File: src/rtl/vpu_ovi_issue_buffer_if.sv
// OVI issue / dispatch / execute handshake bundle between the core side and the VPU issue buffer.
interface vpu_ovi_issue_buffer_if #(
  parameter int SB_W = 5
);
  logic [31:0]     issue_inst;
  logic [SB_W-1:0] issue_sb_id;
  logic [63:0]     issue_scalar_opnd;
  logic [39:0]     issue_vcsr;
  logic            issue_vcsr_lmulb2;
  logic            issue_valid;
  logic            issue_credit;

  logic [SB_W-1:0] dispatch_sb_id;
  logic            dispatch_next_senior;
  logic            dispatch_kill;

  logic            exe_valid;
  logic            exe_ready;
  logic [31:0]     exe_inst;
  logic [SB_W-1:0] exe_sb_id;
  logic [63:0]     exe_scalar_opnd;
  logic [39:0]     exe_vcsr;
  logic            exe_vcsr_lmulb2;

  modport master (
    output issue_inst, issue_sb_id, issue_scalar_opnd, issue_vcsr, issue_vcsr_lmulb2,
           issue_valid, dispatch_sb_id, dispatch_next_senior, dispatch_kill, exe_ready,
    input  issue_credit, exe_valid, exe_inst, exe_sb_id, exe_scalar_opnd, exe_vcsr,
           exe_vcsr_lmulb2
  );

  modport slave (
    input  issue_inst, issue_sb_id, issue_scalar_opnd, issue_vcsr, issue_vcsr_lmulb2,
           issue_valid, dispatch_sb_id, dispatch_next_senior, dispatch_kill, exe_ready,
    output issue_credit, exe_valid, exe_inst, exe_sb_id, exe_scalar_opnd, exe_vcsr,
           exe_vcsr_lmulb2
  );
endinterface

File: src/rtl/vpu_ovi_issue_buffer.sv
// In-order OVI issue buffer: holds issued vector instructions, applies dispatch events
// in order, forwards senior entries to execute and drops killed ones.
//
// entry state | meaning
// E_EMPTY     | slot free
// E_PENDING   | issued, waiting for its dispatch event
// E_SENIOR    | dispatched, may be sent to execute
// E_KILLED    | dispatched as killed, dropped when it reaches the head
module vpu_ovi_issue_buffer #(
  parameter int DEPTH = 4,
  parameter int SB_W  = 5
) (
  input  logic                       clk,
  input  logic                       reset_n,
  vpu_ovi_issue_buffer_if.slave      ovi,
  output logic [$clog2(DEPTH+1)-1:0] occupancy,
  output logic [1:0]                 err
);
  localparam int AW = $clog2(DEPTH);
  localparam int OW = $clog2(DEPTH+1);

  typedef enum logic [1:0] {E_EMPTY, E_PENDING, E_SENIOR, E_KILLED} ent_t;

  ent_t            st       [DEPTH];
  logic [31:0]     inst_q   [DEPTH];
  logic [SB_W-1:0] sb_q     [DEPTH];
  logic [63:0]     opnd_q   [DEPTH];
  logic [39:0]     vcsr_q   [DEPTH];
  logic            lmulb2_q [DEPTH];

  logic [AW:0]   head, tail, disp;
  logic [AW-1:0] head_idx, tail_idx, disp_idx;
  logic          full, empty, pend_avail, pop, accept, dsp_ev, sb_mis, credit_q;
  logic [1:0]    err_q;

  assign head_idx   = head[AW-1:0];
  assign tail_idx   = tail[AW-1:0];
  assign disp_idx   = disp[AW-1:0];
  assign empty      = (head == tail);
  assign full       = (head[AW] != tail[AW]) && (head_idx == tail_idx);
  // Entries between the dispatch and tail pointers are exactly the PENDING ones.
  assign pend_avail = (disp != tail);
  assign pop        = ((st[head_idx] == E_SENIOR) && ovi.exe_ready) || (st[head_idx] == E_KILLED);
  assign accept     = ovi.issue_valid && (!full || pop);
  assign dsp_ev     = ovi.dispatch_next_senior || ovi.dispatch_kill;
  assign sb_mis     = pend_avail && (ovi.dispatch_sb_id != sb_q[disp_idx]);

  always_ff @(posedge clk or negedge reset_n) begin
    if (!reset_n) begin
      for (int i = 0; i < DEPTH; i++) st[i] <= E_EMPTY;
      head     <= '0;
      tail     <= '0;
      disp     <= '0;
      credit_q <= 1'b0;
      err_q    <= 2'b00;
    end else begin
      credit_q <= pop;
      if (dsp_ev && pend_avail) begin
        st[disp_idx] <= ovi.dispatch_kill ? E_KILLED : E_SENIOR;
        disp         <= disp + 1'b1;
      end
      if (dsp_ev && ((ovi.dispatch_next_senior && ovi.dispatch_kill) || !pend_avail || sb_mis))
        err_q[1] <= 1'b1;
      if (ovi.issue_valid && !accept) err_q[0] <= 1'b1;
      if (pop) begin
        st[head_idx] <= E_EMPTY;
        head         <= head + 1'b1;
      end
      // On a full buffer the popped head slot is the tail slot; the new entry overrides it.
      if (accept) begin
        st[tail_idx] <= E_PENDING;
        tail         <= tail + 1'b1;
      end
    end
  end

  always_ff @(posedge clk) begin
    if (accept) begin
      inst_q[tail_idx]   <= ovi.issue_inst;
      sb_q[tail_idx]     <= ovi.issue_sb_id;
      opnd_q[tail_idx]   <= ovi.issue_scalar_opnd;
      vcsr_q[tail_idx]   <= ovi.issue_vcsr;
      lmulb2_q[tail_idx] <= ovi.issue_vcsr_lmulb2;
    end
  end

  assign ovi.issue_credit    = credit_q;
  assign ovi.exe_valid       = (st[head_idx] == E_SENIOR);
  assign ovi.exe_inst        = empty ? '0 : inst_q[head_idx];
  assign ovi.exe_sb_id       = empty ? '0 : sb_q[head_idx];
  assign ovi.exe_scalar_opnd = empty ? '0 : opnd_q[head_idx];
  assign ovi.exe_vcsr        = empty ? '0 : vcsr_q[head_idx];
  assign ovi.exe_vcsr_lmulb2 = empty ? 1'b0 : lmulb2_q[head_idx];
  assign occupancy           = OW'(tail - head);
  assign err                 = err_q;
endmodule

File: src/flat_wrapper.sv
// flat-port wrapper written by rule: the top's interface ports become plain ports
module vpu_ovi_issue_buffer_flat 
#(
  parameter int DEPTH = 4,
  parameter int SB_W  = 5
)
  (clk, reset_n, occupancy, err, ovi_issue_inst, ovi_issue_sb_id, ovi_issue_scalar_opnd, ovi_issue_vcsr, ovi_issue_vcsr_lmulb2, ovi_issue_valid, ovi_dispatch_sb_id, ovi_dispatch_next_senior, ovi_dispatch_kill, ovi_exe_ready, ovi_issue_credit, ovi_exe_valid, ovi_exe_inst, ovi_exe_sb_id, ovi_exe_scalar_opnd, ovi_exe_vcsr, ovi_exe_vcsr_lmulb2);
  vpu_ovi_issue_buffer_if #(.SB_W(SB_W)) ovi_i ();
  input  logic clk;
  input  logic reset_n;
  output logic [$clog2(DEPTH+1)-1:0] occupancy;
  output logic [1:0] err;
  input wire logic [$bits(ovi_i.issue_inst)-1:0] ovi_issue_inst;
  input wire logic [$bits(ovi_i.issue_sb_id)-1:0] ovi_issue_sb_id;
  input wire logic [$bits(ovi_i.issue_scalar_opnd)-1:0] ovi_issue_scalar_opnd;
  input wire logic [$bits(ovi_i.issue_vcsr)-1:0] ovi_issue_vcsr;
  input wire logic [$bits(ovi_i.issue_vcsr_lmulb2)-1:0] ovi_issue_vcsr_lmulb2;
  input wire logic [$bits(ovi_i.issue_valid)-1:0] ovi_issue_valid;
  input wire logic [$bits(ovi_i.dispatch_sb_id)-1:0] ovi_dispatch_sb_id;
  input wire logic [$bits(ovi_i.dispatch_next_senior)-1:0] ovi_dispatch_next_senior;
  input wire logic [$bits(ovi_i.dispatch_kill)-1:0] ovi_dispatch_kill;
  input wire logic [$bits(ovi_i.exe_ready)-1:0] ovi_exe_ready;
  output wire logic [$bits(ovi_i.issue_credit)-1:0] ovi_issue_credit;
  output wire logic [$bits(ovi_i.exe_valid)-1:0] ovi_exe_valid;
  output wire logic [$bits(ovi_i.exe_inst)-1:0] ovi_exe_inst;
  output wire logic [$bits(ovi_i.exe_sb_id)-1:0] ovi_exe_sb_id;
  output wire logic [$bits(ovi_i.exe_scalar_opnd)-1:0] ovi_exe_scalar_opnd;
  output wire logic [$bits(ovi_i.exe_vcsr)-1:0] ovi_exe_vcsr;
  output wire logic [$bits(ovi_i.exe_vcsr_lmulb2)-1:0] ovi_exe_vcsr_lmulb2;
  assign ovi_i.issue_inst = ovi_issue_inst;
  assign ovi_i.issue_sb_id = ovi_issue_sb_id;
  assign ovi_i.issue_scalar_opnd = ovi_issue_scalar_opnd;
  assign ovi_i.issue_vcsr = ovi_issue_vcsr;
  assign ovi_i.issue_vcsr_lmulb2 = ovi_issue_vcsr_lmulb2;
  assign ovi_i.issue_valid = ovi_issue_valid;
  assign ovi_i.dispatch_sb_id = ovi_dispatch_sb_id;
  assign ovi_i.dispatch_next_senior = ovi_dispatch_next_senior;
  assign ovi_i.dispatch_kill = ovi_dispatch_kill;
  assign ovi_i.exe_ready = ovi_exe_ready;
  assign ovi_issue_credit = ovi_i.issue_credit;
  assign ovi_exe_valid = ovi_i.exe_valid;
  assign ovi_exe_inst = ovi_i.exe_inst;
  assign ovi_exe_sb_id = ovi_i.exe_sb_id;
  assign ovi_exe_scalar_opnd = ovi_i.exe_scalar_opnd;
  assign ovi_exe_vcsr = ovi_i.exe_vcsr;
  assign ovi_exe_vcsr_lmulb2 = ovi_i.exe_vcsr_lmulb2;
  vpu_ovi_issue_buffer #(.DEPTH(DEPTH), .SB_W(SB_W)) u_core (.clk(clk), .reset_n(reset_n), .ovi(ovi_i), .occupancy(occupancy), .err(err));
endmodule
File: config.mk
export PLATFORM = sky130hd
export DESIGN_NAME = vpu_ovi_issue_buffer_flat
export DESIGN_NICKNAME = d
export VERILOG_FILES = /design/src/rtl/vpu_ovi_issue_buffer_if.sv /design/src/rtl/vpu_ovi_issue_buffer.sv /design/src/flat_wrapper.sv
export SDC_FILE = /design/constraint.sdc
export NUM_CORES = 1
export LEC_CHECK = 0
export CELL_PAD_IN_SITES_DETAIL_PLACEMENT = 1
export CELL_PAD_IN_SITES_GLOBAL_PLACEMENT = 1
export CORE_ASPECT_RATIO = 0.5
export CORE_MARGIN = 2
export CORE_UTILIZATION = 54
export CTS_BUF_LIST = sky130_fd_sc_hd__clkbuf_2 sky130_fd_sc_hd__clkbuf_4 sky130_fd_sc_hd__clkbuf_8
export DETAILED_ROUTE_END_ITERATION = 16
export DONT_BUFFER_PORTS = 1
export PLACE_DENSITY = 0.89
export SLEW_MARGIN = 20
export SYNTH_ARGS = -nofsm -noshare
export SYNTH_HDL_FRONTEND = slang
export SYNTH_SLANG_ARGS = --single-unit
export TNS_END_PERCENT = 1
File: constraint.sdc
create_clock -name clk -period 9.2 [get_ports clk]
set_clock_uncertainty 0.15 [all_clocks]
set_input_delay 1.84 -clock clk [delete_from_list [all_inputs] [get_ports clk]]
set_output_delay 1.84 -clock clk [all_outputs]
set_load 0.01 [all_outputs]
==> results.sh <==
export IMPL_setup_viol=0
export IMPL_cts_hold_buffers=0
export IMPL_place_hpwl_um=32450
export IMPL_die_w_um=294.4
export IMPL_synth_cell_type_count=35
export IMPL_postPlaceCellArea_um2=23360
export IMPL_synth_most_common_cell="edfxtp_1"
export IMPL_ios=302
export IMPL_ys_ff_latch=588
export IMPL_p_clk_share_pct=22.3
export IMPL_fin_hold_ws_ps=369.0
export IMPL_cts_buffers_inserted=84
export IMPL_grtUsageTotal_pct=28.26
export IMPL_maxSlewHeadroom_pct=27.05
export IMPL_timing_setup_tns_ps=0
export IMPL_ant_nets=0
export IMPL_yosysTopAreaCellShare_pct=74.91
export IMPL_die_height_um=149.2
export IMPL_area_growth_pct=9.643
export IMPL_required_ps=7210
export IMPL_comb_power_share_pct=34.1
export IMPL_ir_drop_uv=218.7
export IMPL_synth_fa_ha_area_share_pct=0.8572
export IMPL_fillCellCount=3491
export IMPL_fin_crit_sh_pct=66.74
export IMPL_grt_pass1_wl_um=87310
export IMPL_gp_congestion=0.7829
export IMPL_p_switching_w=0.003396
export IMPL_finalHoldViolCount=0
export IMPL_synth_area_um2=22770
export IMPL_clk_latency_ps=650
export IMPL_clk_pin_slew_ps=60
export IMPL_drc=0
export IMPL_p_int_w=0.005788
export IMPL_synthMuxAreaShare_pct=14.69
export IMPL_p_leak_nw=7.999
export IMPL_num_rows=53
export IMPL_drive_above_1_share_pct=26.19
export IMPL_status="finished clean"
export IMPL_p_per_area_nw_per_um2=367.8
export IMPL_worstSetupPathType="reg -> out"
export IMPL_synth_compound_area_share_pct=1.077
export IMPL_synth_top_family_by_area="multiplexers"
export IMPL_power_frac_seq_pct=43.6
export IMPL_cts_setup_buffers=0
export IMPL_syn_mean_instance_area_um2=22.19
export IMPL_yosysTopAreaCell="edfxtp_1"
export IMPL_cp_top_family="buffers and inverters"
export IMPL_htreeDepth=3
export IMPL_crit_fanout=110
export IMPL_cts_tree="built"
export IMPL_wl_um=61610
export IMPL_synth_top_cells_by_count="edfxtp_1, mux4_2, nor2b_1"
export IMPL_clockBufferDepth=3
export IMPL_synthXorXnorAreaFrac_pct=0.6154
export IMPL_worstPathCellList="buf_12 > ha_1 > nand2_1 > nor2_4 > buf_4 > nor2b_1"
export IMPL_crit_buf_inv=2
export IMPL_ctsRootBufferMaster="clkbuf_8"
export IMPL_swShare_pct=36.97
export IMPL_wire_per_inst_um=36.47
export IMPL_yosys_warnings=0
export IMPL_grt_max_degree=111
export IMPL_tightest_slew_ps=1094
export IMPL_fin_area_um2=24970
export IMPL_cp_slowest_cell="dfrtp_4"
export IMPL_async_reset_ff_share_pct=3.401
export IMPL_drt_initial_drc_count=1496
export IMPL_cts_resized=0
export IMPL_drtPass1Iterations=5
export IMPL_synth_edff_count=568
export IMPL_dieArea_um2=43930
export IMPL_slowest_delay_ps=980
export IMPL_worstPathArrival_ps=4150
export IMPL_grt_overflow=0
export IMPL_ys_top_cells_by_area="edfxtp_1, mux4_2, nor2b_1"
export IMPL_synth_simple_area_share_pct=4.407
export IMPL_maxCapViolCount=0
export IMPL_synth_flop_cell="edfxtp_1"
export IMPL_grt_pass1_vias=11690
export IMPL_end_kind="output pin"
export IMPL_design_core_area_um2=41780
export IMPL_clock_sinks=588
export IMPL_cp_start_kind="register"
export IMPL_vias_per_cell=6.709
export IMPL_seq_area_frac_synth_pct=77.10
export IMPL_min_period_ps=6140
export IMPL_synth_nets=1194
export IMPL_numPortBuffers=0
export IMPL_clock_fmax_ghz=0.1629
export IMPL_initial_core_util_pct=54.50
export IMPL_power_w=0.009184
export IMPL_rsz0062_at_grt="false"
export IMPL_final_max_slew_viol_count=0
export IMPL_grt_antenna_before_repair=0
export IMPL_hold_class="reg -> reg"
export IMPL_nets=1240
export IMPL_synthCells=1026
export IMPL_vias=11330
-- flip-flops by register name, indices dropped and copies added, names as in the netlist --
register	count
u_core.tail	3
u_core.inst_q	128
u_core.err	2
u_core.sb_q	20
u_core.head	3
u_core.st	8
u_core.opnd_q	256
u_core.vcsr_q	160
u_core.lmulb2_q	4
u_core.disp	3
u_core.ovi.issue_credit	1
-- per-stage QoR --
step,std cells,setup WS (ps),util (%)
floorplan,1026,2778,-
global placement,1535,3818,55.91
finish,1689,3060,59.76
detailed placement,1535,3643,55.91
CTS,1687,3060,59.68
global route,1688,2775,59.75
-- routing by layer --
metal	global-route usage [%]	vias up	part of all wire, %
met4	12.88	0	4.6
li1	-	4273	-
met1	34.68	6088	35
met5	0	-	0
met2	48.87	795	53
met3	6.064	175	7.2
-- layout make-up --
class | instances | area, µm² | share of cell area, %
Antenna cell | 1 | 2.502 | 0.01002
Multi-Input combinational cell | 377 | 4951 | 19.83
Clock inverter | 43 | 212.7 | 0.8520
Inverter | 9 | 33.78 | 0.1353
Tap cell | 550 | 688.2 | 2.756
Sequential cell | 588 | 17560 | 70.35
Clock buffer | 109 | 1363 | 5.458
Timing Repair Buffer | 12 | 151.4 | 0.6064
-- logic make-up after synthesis --
group                      Yosys count
adders and majority gates           15
and+or+nand+nor                    167
muxes                              149
xor gates and xnor gates            16
buffers and inverters               61
DFF                                588
AOI/OAI and AO/OA                   30
-- power groups by stage --
| stage | combinational [W] | clock [W] | sequential (W) |
|---|---|---|---|
| finish | 0.00313 | 0.00205 | 0.00401 |
| global route | 0.00327 | 0.00216 | 0.00404 |
| detailed placement | 0.00298 | 0 | 0.00399 |
| global placement | 0.00286 | 0 | 0.00390 |
| CTS | 0.00313 | 0.00206 | 0.00400 |
| floorplan | 0.00234 | 0 | 0.00387 |
-- worst paths after layout --
kind                           startpoint                       to  slack, ps  cells after the start
setup / recovery           u_core.head[0]  ovi_exe_scalar_opnd[23]       3060                      6
max in group asynchronous         reset_n           u_core.head[1]       8070                      0
hold reg to reg            u_core.head[2]           u_core.head[2]        370                      1
setup reg to reg           u_core.head[0]     u_core.opnd_q[2][61]       3580                      6
min in group asynchronous         reset_n           u_core.tail[1]        740                      0
hold / removal             u_core.head[2]           u_core.head[2]        370                      1
-- cell usage in the layout (no fill, tap or decap), drive strengths merged, types with 9 or more instances in the layout --
master  Yosys  routed
clkinv      0      41
inv         9       9
ha         14      14
clkbuf     22     109
edfxtp    568     568
nor2b     143     143
buf        30      12
xnor2       9       9
dfrtp      20      20
mux4      148     148
Power figures use the tool's default switching activity.
